### src/rtl/alu_seq.sv
// Registered ALU with persistent flag register (PSR) and an iterative
// shift-add multiplier behind a valid/ready issue handshake.
module alu_seq #(
  parameter int WIDTH = 16,
  parameter int SHW   = $clog2(WIDTH)
) (
  input  logic             clk,
  input  logic             reset_n,
  input  logic             in_valid,
  output logic             in_ready,
  input  logic [7:0]       opcode,
  input  logic [WIDTH-1:0] a,
  input  logic [WIDTH-1:0] b,
  input  logic             flags_clr,
  output logic [WIDTH-1:0] result,
  output logic             out_valid,
  output logic [4:0]       psr,
  output logic             op_err
);

  localparam logic [7:0] OP_NOP  = 8'h00;
  localparam logic [7:0] OP_AND  = 8'h01;
  localparam logic [7:0] OP_OR   = 8'h02;
  localparam logic [7:0] OP_XOR  = 8'h03;
  localparam logic [7:0] OP_ADD  = 8'h05;
  localparam logic [7:0] OP_ADDU = 8'h06;
  localparam logic [7:0] OP_ADDC = 8'h07;
  localparam logic [7:0] OP_SUB  = 8'h09;
  localparam logic [7:0] OP_RSH  = 8'h0A;
  localparam logic [7:0] OP_CMP  = 8'h0B;
  localparam logic [7:0] OP_CMPU = 8'h0D;
  localparam logic [7:0] OP_MUL  = 8'h0E;
  localparam logic [7:0] OP_NOT  = 8'h20;
  localparam logic [7:0] OP_ARSH = 8'h82;
  localparam logic [7:0] OP_LSH  = 8'h84;

  localparam logic [SHW-1:0] LAST_STEP = SHW'(WIDTH - 1);

  typedef enum logic {S_IDLE, S_BUSY} state_t;

  state_t               r_state;
  logic [WIDTH-1:0]     r_result;
  logic [4:0]           r_psr;
  logic                 r_out_valid;
  logic                 r_op_err;
  logic [2*WIDTH-1:0]   r_ma;
  logic [WIDTH-1:0]     r_mb;
  logic [2*WIDTH-1:0]   r_acc;
  logic [SHW-1:0]       r_cnt;

  logic                 w_cin;
  logic [WIDTH:0]       w_sum;
  logic [WIDTH:0]       w_diff;
  logic                 w_big;
  logic [SHW-1:0]       w_sh;
  logic [WIDTH-1:0]     w_res;
  logic                 w_c, w_l, w_f, w_n;
  logic                 w_cmp, w_upd, w_err, w_mul;
  logic [4:0]           w_flags;
  logic [2*WIDTH-1:0]   w_acc_nxt;

  assign w_cin  = (opcode == OP_ADDC) ? r_psr[4] : 1'b0;
  assign w_sum  = {1'b0, a} + {1'b0, b} + {{WIDTH{1'b0}}, w_cin};
  assign w_diff = {1'b0, a} - {1'b0, b};
  // WIDTH is a power of two, so any bit above the index field means amount >= WIDTH
  assign w_big  = |b[WIDTH-1:SHW];
  assign w_sh   = b[SHW-1:0];

  always_comb begin
    w_res = '0;
    w_c   = 1'b0;
    w_l   = 1'b0;
    w_f   = 1'b0;
    w_n   = 1'b0;
    w_cmp = 1'b0;
    w_upd = 1'b1;
    w_err = 1'b0;
    w_mul = 1'b0;
    case (opcode)
      OP_ADD, OP_ADDU, OP_ADDC: begin
        w_res = w_sum[WIDTH-1:0];
        w_c   = w_sum[WIDTH];
        w_f   = (opcode != OP_ADDU) && (a[WIDTH-1] == b[WIDTH-1]) &&
                (w_sum[WIDTH-1] != a[WIDTH-1]);
      end
      OP_SUB: begin
        w_res = w_diff[WIDTH-1:0];
        w_c   = w_diff[WIDTH];
        w_f   = (a[WIDTH-1] != b[WIDTH-1]) && (w_diff[WIDTH-1] != a[WIDTH-1]);
      end
      OP_CMP, OP_CMPU: begin
        w_cmp = 1'b1;
        w_l   = (a < b);
        w_n   = (opcode == OP_CMP) && ($signed(a) < $signed(b));
      end
      OP_AND:  w_res = a & b;
      OP_OR:   w_res = a | b;
      OP_XOR:  w_res = a ^ b;
      OP_NOT:  w_res = ~a;
      OP_LSH:  w_res = w_big ? '0 : (a << w_sh);
      OP_RSH:  w_res = w_big ? '0 : (a >> w_sh);
      OP_ARSH: w_res = w_big ? {WIDTH{a[WIDTH-1]}} : WIDTH'($signed(a) >>> w_sh);
      OP_MUL:  w_mul = 1'b1;
      OP_NOP:  w_upd = 1'b0;
      default: begin
        w_upd = 1'b0;
        w_err = 1'b1;
      end
    endcase
  end

  assign w_flags   = {w_c, w_l, w_f, (w_cmp ? (a == b) : (w_res == '0)), w_n};
  assign w_acc_nxt = r_acc + (r_mb[0] ? r_ma : '0);

  always_ff @(posedge clk or negedge reset_n) begin
    if (!reset_n) begin
      r_state     <= S_IDLE;
      r_result    <= '0;
      r_psr       <= '0;
      r_out_valid <= 1'b0;
      r_op_err    <= 1'b0;
      r_ma        <= '0;
      r_mb        <= '0;
      r_acc       <= '0;
      r_cnt       <= '0;
    end else begin
      r_out_valid <= 1'b0;
      r_op_err    <= 1'b0;
      case (r_state)
        S_IDLE: begin
          if (in_valid) begin
            if (w_mul) begin
              r_state <= S_BUSY;
              r_ma    <= {{WIDTH{1'b0}}, a};
              r_mb    <= b;
              r_acc   <= '0;
              r_cnt   <= '0;
            end else begin
              r_result    <= w_res;
              r_out_valid <= 1'b1;
              r_op_err    <= w_err;
              if (w_upd) r_psr <= w_flags;
            end
          end
        end
        S_BUSY: begin
          r_acc <= w_acc_nxt;
          r_ma  <= r_ma << 1;
          r_mb  <= r_mb >> 1;
          r_cnt <= r_cnt + 1'b1;
          if (r_cnt == LAST_STEP) begin
            r_result    <= w_acc_nxt[WIDTH-1:0];
            r_psr       <= {(|w_acc_nxt[2*WIDTH-1:WIDTH]), 2'b00,
                            (w_acc_nxt[WIDTH-1:0] == '0), 1'b0};
            r_out_valid <= 1'b1;
            r_state     <= S_IDLE;
          end
        end
        default: r_state <= S_IDLE;
      endcase
      // a clear request wins over any flag update landing on the same edge
      if (flags_clr) r_psr <= '0;
    end
  end

  assign in_ready  = (r_state == S_IDLE);
  assign result    = r_result;
  assign out_valid = r_out_valid;
  assign psr       = r_psr;
  assign op_err    = r_op_err;

endmodule

### config.mk
export PLATFORM = sky130hd
export DESIGN_NAME = alu_seq
export DESIGN_NICKNAME = d
export VERILOG_FILES = /design/src/rtl/alu_seq.sv
export SDC_FILE = /design/constraint.sdc
export NUM_CORES = 1
export LEC_CHECK = 0
export CAP_MARGIN = 30
export CORE_AREA = 3 3 183 114
export CTS_BUF_LIST = sky130_fd_sc_hd__clkbuf_2
export DETAILED_ROUTE_END_ITERATION = 16
export DIE_AREA = 0 0 186 117
export PLACE_DENSITY = 0.8
export SLEW_MARGIN = 20
export SYNTH_ARGS = -nofsm -noshare
export SYNTH_HDL_FRONTEND = slang
export SYNTH_SLANG_ARGS = --single-unit
export TNS_END_PERCENT = 100
### constraint.sdc
create_clock -name clk -period 5.5 [get_ports clk]
set_clock_uncertainty 0.2 [all_clocks]
set_input_delay 0.55 -clock clk [delete_from_list [all_inputs] [get_ports clk]]
set_output_delay 0.55 -clock clk [all_outputs]
set_load 0.02 [all_outputs]
==> results of run 1 <==
-- worst paths after layout --
check                          from       end  slack (ns)  cells after the start
setup / recovery            r_mb[0]    psr[4]        0.72                     15
hold / removal              reset_n  r_ma[14]        0.28                      2
setup reg to reg            r_mb[0]    psr[4]        0.72                     15
hold reg to reg            r_mb[12]  r_mb[11]        0.32                      2
max in group asynchronous   reset_n   r_ma[8]        3.70                      3
min in group clk           r_mb[12]  r_mb[11]        0.32                      2
-- power breakdown --
| group | internal [µW] | total (µW) | switching, µW | leakage, µW |
|---|---|---|---|---|
| Sequential | 1100 | 1360 | 260 | 0.00136 |
| Combinational | 803 | 2090 | 1290 | 0.00372 |
| Clock | 151 | 421 | 270 | 0.0000796 |
-- cell usage after synthesis (14+ instances only) --
cell type	n	area [µm²]
o21ai_0	125	626
mux2_2	15	169
mux2i_1	25	250
nand3_1	34	170
and2_1	34	213
o22ai_1	17	106
nand2_1	187	702
dfrtp_1	108	2700
xnor2_1	26	228
nor3_1	29	145
a21oi_1	130	651
nand4_1	17	106
xor2_1	14	123
nor2_1	127	477
ha_1	81	1010
clkbuf_1	72	270
mux4_2	15	338
inv_1	62	233
-- cell type report --
cell class | instances | area share (%)
Inverter | 64 | 2.04
Sequential cell | 108 | 23.0
Multi-Input combinational cell | 1119 | 61.9
Clock inverter | 5 | 0.650
Tap cell | 246 | 2.62
Clock buffer | 11 | 0.469
Timing Repair Buffer | 121 | 9.29
-- cells by family (layout without fill, tap and decap cells) --
| family | after synthesis | after routing | synth area share [%] |
|---|---|---|---|
| simple gates | 498 | 498 | 21.8 |
| compound gates | 441 | 441 | 26.3 |
| buf+inv | 148 | 201 | 5.36 |
| flops | 108 | 108 | 25.6 |
| fa+ha+maj | 85 | 85 | 10.4 |
| mux | 55 | 55 | 7.18 |
| xor+xnor | 40 | 40 | 3.32 |
-- registers in the layout (all words and copies together), names as in the netlist --
register   cells
psr            5
op_err         1
r_cnt          4
out_valid      1
r_acc         32
r_ma          32
r_state        1
result        16
r_mb          16
-- what timing repair did --
action,CTS,global route
hold buffers,1,0
endpoints found under the hold margin,65,0
setup buffers,0,0
-- through the flow --
| stage | utilization (%) | cells | instance area [µm²] | setup WS (ns) |
|---|---|---|---|---|
| after floorplan | - | 1375 | 10500 | 1.14 |
| after global placement | 60.9 | 1655 | 11600 | 0.334 |
| after detailed placement | 60.9 | 1656 | 11600 | 0.299 |
| after CTS | 61.7 | 1673 | 11700 | 0.789 |
| after global routing | 61.7 | 1674 | 11700 | 0.464 |
| final | 61.7 | 1674 | 11700 | 0.718 |
-- per-layer routing --
layer | part of all wire [%] | wire length, µm | vias to the layer above
li1 | - | - | 5069
met1 | 46 | 18100 | 5379
met2 | 37 | 14700 | 720
met3 | 16 | 6140 | 51
met4 | 1.3 | 499 | 0
met5 | 0 | 0 | -
==> results.toml, run 1 <==
[finish]
syn_to_final_growth_pct = 11.5
drive_above_1_share_pct = 8.05
nNetsFinal = 1552
diodes = 0
multi_input_area_mm2 = 0.00727
n_fill_cell = 1690
mostFrequentLayoutCells = "nand2_1 (187), a21oi_1 (130), nor2_1 (127), o21ai_0 (125), dfrtp_1 (107)"
final_common_cell = "nand2_1"
seq_area_mm2 = 0.00271

[worst_hold_path]
hold_class = "in2async"

[sta]
tns_ns = 0
layout_min_cycle_time_ns = 4.78
period_share_pct = 86.9
fmax_mhz = 209
grt_setup_unrepaired = "false"
report.final.slew_viol_count = 0
final-hold-violation-count = 0
hold_slack_ns = 0.278
tightestPinTransition_ns = 1.05
setup_viol = 0
relSlewSlack_pct = 29.7

[grt]
gr-usage-met1_pct = 56.2
grt_pass1_wl_mm = 59.8
grt-busiest-layer = "met1"
first_global_vias = 10100
gr-usage-met2_pct = 45.8
grt_remaining_overflow = 0
track_usage_pct = 36.1
grt_max_degree = 77
met3_usage_pct = 15.5
antenna_found_initial = 1

[clocking]
cts.sink_count = 108
path_clk_slew_ns = 0.32
cts_tree = "yes"
clk_latency_ns = 0.67
cts_root_buffer = "clkbuf_2"
numCtsBuffers = 9
cts_htree_levels = 3
post_cts_resized = 0
cts_max_path_buffers = 2

[power_and_ir_drop]
p_total_uw = 3870
ir_drop_v = 0.000221
p_per_area_mw_per_mm2 = 329
leakage_uw = 0.00515

[job]
maxCapViolations = 0

[synthesis]
synth_top_flop_cell = "dfrtp_1"
ys_ff_latch = 108
syn_inst = 1375
yosysWarnings = 0
synth-edff-count = 0
yosysSeqAreaShare_pct = 25.6
synthDistinctLibCells = 75
synthArstFlopShare_pct = 100
syn-num-nets = 1504
syn_avg_cell_area_um2 = 7.66
netlist_area_mm2 = 0.0105

[setup_path]
cp_num_buf_inv = 1
critPathArrivalTime_ns = 5.12
crit_chain = "and2_1 > ha_1 > fa_1 > a21oi_2 > o22ai_1 > a21o_1 > o21a_1 > a311oi_1 > xnor2_1 > or4_1 > nor4_1 > nand4_1 > nor4_2 > buf_4 > a211oi_1"
crit_path_max_incr_delay_ns = 0.58
start_kind = "register"
worst-setup-path-type = "reg2reg"
setup.worst_path.end_class = "register"
critPathMaxFanout = 13
crit_family = "simple AND/OR/NAND/NOR gates"
crit_slowest_cell = "dfrtp_1"
cp_data_required_time_ns = 5.84

[placement]
place_congestion = 1.03
io_buffers = 67
dp_hpwl_mm = 30.6

[die]
die_x_um = 186
rows = 39
initial_core_util_pct = 55.4
die_y_um = 117
die_area_mm2 = 0.0218
io_pins = 68
design.core.area_mm2 = 0.0190

[route]
postRouteWirelength_mm = 39.4
ant_nets = 0
vias = 11200
dr.pass1.iters = 6
first_iter_violations = 1552
drc = 0
wl_per_cell_um = 23.5
routed_via_density = 6.70

[outcome]
status = "complete, no violations"
(Power assumes the default switching activity.)
==> inputs of run 2 (changes only) <==
--- a/config.mk
+++ b/config.mk
@@ -5,6 +5,7 @@
 export SDC_FILE = /design/constraint.sdc
 export NUM_CORES = 1
 export LEC_CHECK = 0
+export ABC_CLOCK_PERIOD_IN_PS = 5500
 export CAP_MARGIN = 30
 export CORE_AREA = 3 3 183 114
 export CTS_BUF_LIST = sky130_fd_sc_hd__clkbuf_2
==> results of run 2 <==
The final DEF is identical to that of run 1; final timing and power are the same.
